`src/rtl/pc_sequencer_pkg.sv`:
```
// Shared types and constants for the PC sequencer.
// Optional perf counters are enabled with `PC_SEQ_PERF_EN.
package pc_sequencer_pkg;

    typedef enum logic [1:0] {
        BOOT = 2'd0,
        RUN  = 2'd1,
        WAIT = 2'd2,
        HALT = 2'd3
    } state_t;

    localparam int          INSTR_BYTES      = 4;
    localparam logic [31:0] DEF_RESET_VECTOR = 32'h0000_0000;
    localparam logic [31:0] DEF_TRAP_VECTOR  = 32'h0000_0100;

endpackage

```
`src/rtl/pc_sequencer_mux.sv`:
```
// Priority select of the next PC plus IF flush and misalign pulses.
// Purely combinational; the FSM in the top decides which requests are live.
module pc_next_mux
    import pc_sequencer_pkg::*;
#(
    parameter int              XLEN         = 32,
    parameter logic [XLEN-1:0] RESET_VECTOR = XLEN'(DEF_RESET_VECTOR),
    parameter logic [XLEN-1:0] TRAP_VECTOR  = XLEN'(DEF_TRAP_VECTOR)
) (
    input  logic            boot,
    input  logic            trap_req,
    input  logic            br_req,
    input  logic [XLEN-1:0] branch_target,
    input  logic            hold_all,
    input  logic            hold_soft,
    input  logic            pend_valid,
    input  logic [XLEN-1:0] pend_addr,
    input  logic [XLEN-1:0] pc,
    output logic            redir,
    output logic [XLEN-1:0] redir_addr,
    output logic [XLEN-1:0] pc_next,
    output logic            flush_if,
    output logic            misalign
);

    logic bad_tgt;

    assign bad_tgt = |branch_target[1:0];

    always_comb begin
        redir      = trap_req | br_req;
        misalign   = br_req & ~trap_req & bad_tgt;
        flush_if   = redir;
        redir_addr = branch_target;
        if (trap_req || bad_tgt) begin
            redir_addr = TRAP_VECTOR;
        end
    end

    // hold_all beats a redirect (memory wait); hold_soft loses to one
    always_comb begin
        pc_next = pc + XLEN'(INSTR_BYTES);
        if (boot) begin
            pc_next = RESET_VECTOR;
        end else if (hold_all) begin
            pc_next = pc;
        end else if (redir) begin
            pc_next = redir_addr;
        end else if (hold_soft) begin
            pc_next = pc;
        end else if (pend_valid) begin
            pc_next = pend_addr;
        end
    end

endmodule

```
`src/rtl/pc_sequencer.sv`:
```
// Next-PC sequencer: boot, run, memory wait and halt handling.
// Define `PC_SEQ_PERF_EN to add saturating redirect/stall counters.
module pc_sequencer
    import pc_sequencer_pkg::*;
#(
    parameter int              XLEN         = 32,
    parameter logic [XLEN-1:0] RESET_VECTOR = XLEN'(DEF_RESET_VECTOR),
    parameter logic [XLEN-1:0] TRAP_VECTOR  = XLEN'(DEF_TRAP_VECTOR)
) (
    input  logic            clk,
    input  logic            rst,
    input  logic [XLEN-1:0] pc,
    input  logic            stall,
    input  logic            branch_taken,
    input  logic [XLEN-1:0] branch_target,
    input  logic            trap,
    input  logic            halt_req,
    input  logic            resume,
    input  logic            imem_ready,
`ifdef PC_SEQ_PERF_EN
    output logic [31:0]     redirect_count,
    output logic [31:0]     stall_count,
`endif
    output logic [XLEN-1:0] pc_next,
    output logic            imem_req,
    output logic            flush_if,
    output logic            misalign,
    output logic            halted
);

    state_t          state;
    state_t          state_nxt;
    logic            pend_valid;
    logic            pend_trap;
    logic [XLEN-1:0] pend_addr;

    logic            boot;
    logic            trap_req;
    logic            br_req;
    logic            hold_all;
    logic            hold_soft;
    logic            redir;
    logic [XLEN-1:0] redir_addr;

    always_ff @(posedge clk or negedge rst) begin
        if (!rst) begin
            state <= BOOT;
        end else begin
            state <= state_nxt;
        end
    end

    always_comb begin
        state_nxt = state;
        unique case (state)
            BOOT: state_nxt = RUN;
            RUN: begin
                if (redir) begin
                    state_nxt = RUN;
                end else if (!imem_ready) begin
                    state_nxt = WAIT;
                end else if (halt_req && !stall) begin
                    state_nxt = HALT;
                end
            end
            WAIT: begin
                if (imem_ready) begin
                    state_nxt = RUN;
                end
            end
            HALT: begin
                if (trap || resume) begin
                    state_nxt = RUN;
                end
            end
            default: state_nxt = BOOT;
        endcase
    end

    always_comb begin
        boot      = 1'b0;
        trap_req  = 1'b0;
        br_req    = 1'b0;
        hold_all  = 1'b0;
        hold_soft = 1'b0;
        imem_req  = 1'b0;
        halted    = 1'b0;
        unique case (state)
            BOOT: boot = 1'b1;
            RUN: begin
                imem_req  = 1'b1;
                trap_req  = trap;
                br_req    = branch_taken;
                hold_soft = stall | ~imem_ready;
            end
            WAIT: begin
                imem_req = 1'b1;
                trap_req = trap;
                br_req   = branch_taken;
                hold_all = ~imem_ready;
            end
            HALT: begin
                halted    = 1'b1;
                trap_req  = trap;
                hold_soft = 1'b1;
            end
            default: boot = 1'b1;
        endcase
    end

    // A pending trap is never displaced by a later branch
    always_ff @(posedge clk or negedge rst) begin
        if (!rst) begin
            pend_valid <= 1'b0;
            pend_trap  <= 1'b0;
            pend_addr  <= '0;
        end else if (state == WAIT && !imem_ready) begin
            if (redir && (trap_req || !pend_trap)) begin
                pend_valid <= 1'b1;
                pend_trap  <= trap_req;
                pend_addr  <= redir_addr;
            end
        end else begin
            pend_valid <= 1'b0;
            pend_trap  <= 1'b0;
        end
    end

    pc_next_mux #(
        .XLEN         (XLEN),
        .RESET_VECTOR (RESET_VECTOR),
        .TRAP_VECTOR  (TRAP_VECTOR)
    ) u_mux (
        .boot          (boot),
        .trap_req      (trap_req),
        .br_req        (br_req),
        .branch_target (branch_target),
        .hold_all      (hold_all),
        .hold_soft     (hold_soft),
        .pend_valid    (pend_valid),
        .pend_addr     (pend_addr),
        .pc            (pc),
        .redir         (redir),
        .redir_addr    (redir_addr),
        .pc_next       (pc_next),
        .flush_if      (flush_if),
        .misalign      (misalign)
    );

`ifdef PC_SEQ_PERF_EN
    logic run_like;

    assign run_like = (state == RUN) || (state == WAIT);

    always_ff @(posedge clk or negedge rst) begin
        if (!rst) begin
            redirect_count <= '0;
            stall_count    <= '0;
        end else begin
            if (flush_if && redirect_count != '1) begin
                redirect_count <= redirect_count + 32'd1;
            end
            if (run_like && pc_next == pc && stall_count != '1) begin
                stall_count <= stall_count + 32'd1;
            end
        end
    end
`endif

endmodule

```
`config.mk`:
```
export PLATFORM = sky130hd
export DESIGN_NAME = pc_sequencer
export DESIGN_NICKNAME = d
export VERILOG_FILES = /design/src/rtl/pc_sequencer_pkg.sv /design/src/rtl/pc_sequencer_mux.sv /design/src/rtl/pc_sequencer.sv
export SDC_FILE = /design/constraint.sdc
export NUM_CORES = 1
export LEC_CHECK = 0
export BUFFER_PORTS_ARGS = -buffer_cell sky130_fd_sc_hd__buf_2
export CORE_MARGIN = 8
export CORE_UTILIZATION = 50
export CTS_CLUSTER_SIZE = 25
export DETAILED_ROUTE_END_ITERATION = 8
export GPL_TIMING_DRIVEN = 0
export MAX_ROUTING_LAYER = met4
export PLACE_DENSITY_LB_ADDON = 0.2
export SYNTH_ARGS = -nofsm -noshare
export SYNTH_HDL_FRONTEND = slang
export SYNTH_SLANG_ARGS = --single-unit
```
`constraint.sdc`:
```
create_clock -name clk -period 7.7 [get_ports clk]
set_input_delay 1.54 -clock clk [delete_from_list [all_inputs] [get_ports clk]]
set_output_delay 1.54 -clock clk [all_outputs]
set_load 0.01 [all_outputs]
```
### Word level (Yosys, flattened, before mapping)

Index checks and enable logic that the tools add are counted.
W data, S select, Z words.

* register bits: 36
* input port bits: 72
* output and inout bits: 36

* $add $sub $neg: 1
* equality and inequality tests: 7
* mux-type cells: 23
* bitwise operators: 6
* reduce and logical (&&, ||, !) cells: 15

Operators by type and width (count)
* $mux W32: 6
* $add A32 B3 Y32 const B: 1
* $mux W1: 10
* $mux W2: 5
* $pmux W2 S4: 1
* $eq A2 B2 Y1 const B: 2
* $ne A2 B2 Y1 const B: 2
* $ne A4 B4 Y1 const B: 1
* $reduce_or A2 Y1: 2
* $logic_and A1 B1 Y1: 3
* $logic_not A1 Y1: 3
* $logic_or A1 B1 Y1: 3
* $reduce_and A3 Y1: 1
* $reduce_or A3 Y1: 1
* $and A1 B1 Y1: 2
* $eq A2 B1 Y1 const B: 1
* $logic_not A2 Y1: 1
* $ne A2 B1 Y1 const B: 1
* $not A1 Y1: 2
* $or A1 B1 Y1: 2
* $pmux W1 S2: 1
* $reduce_and A2 Y1: 1

### Depth between registers and ports, before layout

* word-level depth: 8
* mapped depth: 9
* gate-level depth less buffers: 8

### Hierarchy

From an unflattened synthesis, not the netlist that was laid out.

* cells, all modules: 447
* area, all modules: 3712.3 sq um

By module, submodules not included
* pc_next_mux: instances 1, cells each 345, area an instance 2080.7 sq um
* pc_sequencer: instances 1, cells each 102, area an instance 1631.6 sq um

### Worst setup path before layout

Ideal clock, no wire load.

* path kind: in2out
* from: input port pc[2]
* to: output port pc_next[20]
* arrival: 3.160 ns
* data required time: 6.160 ns
* setup slack: 3.000 ns
* stages on the path: 7
* path buffers: 1
* cells stage by stage: ha_1 -> and4_1 -> clkbuf_1 -> nand2_1 -> a2111o_1 -> a21oi_1 -> a2111oi_0

* longest elaborated chain between the ends: 6

RTL lines
* from (decl): line pc_sequencer.sv:12 `input logic [XLEN-1:0] pc,`
* $add A32 B3 Y32: line pc_sequencer_mux.sv:42 `pc_next = pc + XLEN'(INSTR_BYTES);`
* $mux W32: line pc_sequencer_mux.sv:51 `end else if (pend_valid) begin`
* $mux W32: line pc_sequencer_mux.sv:49 `end else if (hold_soft) begin`
* $mux W32: line pc_sequencer_mux.sv:47 `end else if (redir) begin`
* $mux W32: line pc_sequencer_mux.sv:45 `end else if (hold_all) begin`
* $mux W32: line pc_sequencer_mux.sv:43 `if (boot) begin`
* to (decl): line pc_sequencer.sv:24 `output logic [XLEN-1:0] pc_next,`

No other way between the ends.

### Final worst setup path

* from: input port trap
* to: output port pc_next[26]

* longest elaborated chain between the ends: 6

RTL lines
* from (decl): line pc_sequencer.sv:16 `input logic trap,`
* $mux W1 (*): line pc_sequencer.sv:88 `unique case (state)`
* $logic_or A1 B1 Y1: line pc_sequencer_mux.sv:35 `if (trap_req || bad_tgt) begin`
* $mux W32: line pc_sequencer_mux.sv:35
* $mux W32 (*): line pc_sequencer_mux.sv:47
* $mux W32 (*): line pc_sequencer_mux.sv:45
* $mux W32 (*): line pc_sequencer_mux.sv:43

Every way passes the cells marked *; elsewhere a longest branch is shown, timed or not.

==> impl_metrics.json <==
{
  "yosys_most_used_dff": "dfrtp_1",
  "relSlewSlack_pct": 33.7,
  "portBuffers": 104,
  "tritoncts": "done",
  "path_clk_slew_ns": 0.08,
  "dieWidth_um": 104,
  "reg2reg_from": "state[0]$_DFFE_PN0P_",
  "end_kind": "output pin",
  "fp.dieH_um": 104,
  "yosys_warnings": 0,
  "syn_to_final_growth_pct": 18.7,
  "drt-initial-drc-count": 645,
  "fmax_ghz": 0.183,
  "drc": 0,
  "p_sw_w": 0.000635,
  "cp_data_required_time_ns": 6.16,
  "cts_max_level": 2,
  "post_cts_buffers": 0,
  "dpl-instance-area_um2": 4530,
  "grt_usage_pct": 32.4,
  "fin_area_um2": 4610,
  "synth_nets": 605,
  "grt_pass1_wl_mm": 27.3,
  "hpwl_mm": 12.7,
  "outcome": "complete, no violations",
  "seq_area_frac_synth_pct": 23.2,
  "r2r_slack_ns": 5.41,
  "syn_avg_cell_area_um2": 7.37,
  "worstSetupPathType": "primary input to output pin",
  "clkPwrFrac_pct": 11.5,
  "critPathArrivalTime_ns": 3.93,
  "fin_nets": 716,
  "via_count": 5032,
  "layout_setup_ws_ns": 2.23,
  "skew_ns": 0.00990,
  "netlist_area_um2": 3880,
  "swShare_pct": 52.5,
  "p_per_area_nw_per_um2": 262,
  "tns_ns": 0,
  "final_cell_mix": "buf_2, nand2_1, o21ai_0, dfrtp_1, a21oi_1",
  "pwr-share-seq_pct": 20.6,
  "coreArea_um2": 7650,
  "grt-ovfl-total": 0,
  "crit_start": "trap",
  "post-route-period-util_pct": 71.0,
  "drive_gt1_share_pct": 24.1,
  "tritoncts.num_buffers": 5,
  "antenna_found_initial": 0,
  "ant_nets": 0,
  "fp-row-count": 32,
  "totalWireLength_mm": 17.6,
  "period_needed_ns": 5.47,
  "viasPerCell": 6.80,
  "hold_buffers": 0,
  "cts_resized": 0,
  "p_leak_nw": 1.96,
  "io_pins": 108,
  "grt_pass1_vias": 4978,
  "start_util_pct": 50.8,
  "synth-edff-count": 0,
  "drv_cap": 0,
  "final_common_cell": "buf_2",
  "firstDrtPassIters": 9,
  "place_ws_ns": 2.35,
  "tightest_slew_ns": 0.988,
  "startpoint_type": "primary input",
  "finalSetupViolCount": 0,
  "wl_per_cell_um": 23.9,
  "rsz0062_at_grt": "no",
  "synth_cells": 527,
  "grt_max_degree": 37,
  "n_antenna_cell": 0,
  "clk_latency_ns": 0.31,
  "cts_buffer_depth": 2,
  "cts.sinks": 36,
  "cts_root_buffer": "clkbuf_8",
  "final_util_pct": 60.3,
  "gp_congestion": 1.02,
  "pwr-share-comb_pct": 67.9,
  "die_area_um2": 10800,
  "nFillCells": 747,
  "hold_viol_final": 0,
  "async_reset_ff_share_pct": 100,
  "critical_path.max_fanout": 6,
  "slew_viol_final": 0,
  "p_int_w": 0.000575,
  "ys_ff_latch": 36,
  "hold_class": "flop to flop",
  "ir_drop_mv": 0.120,
  "synth.distinct_cells": 80,
  "worstHoldStart": "pend_addr[4]$_DFFE_PN0P_"
}
## area by class of cell
cell class	count	area, um^2	area share (%)
multi-input combinational	430	2670	57.9
tap	102	128	2.77
timing repair buffer	104	520	11.3
sequential	36	901	19.5
clock buffer	6	72.6	1.57
clock inverter	1	5.00	0.109
buffer	48	264	5.73
inverter	13	48.8	1.06
## per-layer routing
metal  part of all wire (%)  vias to the layer above  global-route usage (%)
li1                       -                     2213                       -
met4                    3.8                        0                    15.8
met2                     45                      434                    48.1
met1                     39                     2323                    40.0
met3                     13                       62                    8.18
met5                      0                        -                       -
## power by group through the flow
stage | logic (W) | clock network [W] | registers (W)
after floorplan | 0.000493 | 0 | 0.000242
after global routing | 0.000870 | 0.000149 | 0.000252
after global placement | 0.000786 | 0 | 0.000250
after CTS | 0.000797 | 0.000140 | 0.000248
after detailed placement | 0.000793 | 0 | 0.000251
final | 0.000821 | 0.000140 | 0.000249
## cells in the mapped netlist, types with 5 or more instances
cell type  number  area (um^2)
buf_2           8         40.0
nand2_1        98          368
clkbuf_1       26         97.6
nor2_1         31          116
and4_1          7         61.3
o22ai_1         5         31.3
nand4_1        14         87.6
a32oi_1         7         61.3
a211oi_1        9         67.6
nand2b_1        6         37.5
inv_1          13         48.8
mux2i_1         9         90.1
a31oi_1         6         37.5
dfrtp_1        36          901
ha_1            6         75.1
a221oi_1       10         87.6
o21ai_0        61          305
nor3_1          7         35.0
buf_6           6         67.6
a21oi_1        35          175
nand3_1        17         85.1
## worst max-delay path, cell delays in order
cell	delay (ns)
buf_2	0.12
and2b_4	0.20
nor2_1	0.45
inv_1	0.26
o21ai_0	0.77
a22oi_1	0.21
a21oi_1	0.21
buf_2	0.16
## final timing paths
check	endpoint	cells after the start
max	pc_next[26]	8
min	pend_addr[4]$_DFFE_PN0P_	2
max reg2reg	pend_addr[8]$_DFFE_PN0P_	7
min reg2reg	pend_addr[4]$_DFFE_PN0P_	2
max in group asynchronous	pend_addr[28]$_DFFE_PN0P_	1
min in group asynchronous	state[0]$_DFFE_PN0P_	1
## kinds of logic after synthesis
family,count (synthesis),share of synthesized area (%)
and+or+nand+nor,217,29.4
AOI/OAI and AO/OA,195,34.2
buffers and inverters,61,8.05
DFF,36,23.2
muxes,12,3.19
adders and majority gates,6,1.93
## metrics by stage
step,power (W),cells,hold WS [ns]
final,0.00121,740,0.484
after global placement,0.00104,733,0.465
after floorplan,0.000735,527,0.441
after CTS,0.00119,740,0.483
after global routing,0.00127,740,0.517
after detailed placement,0.00104,733,0.465
## flip-flops by register name, summed over array words and instances (netlist names)
signal and cells:
state 2, pend_addr 32, pend_valid 1, pend_trap 1
No activity file was read; power rests on OpenSTA's default activity.
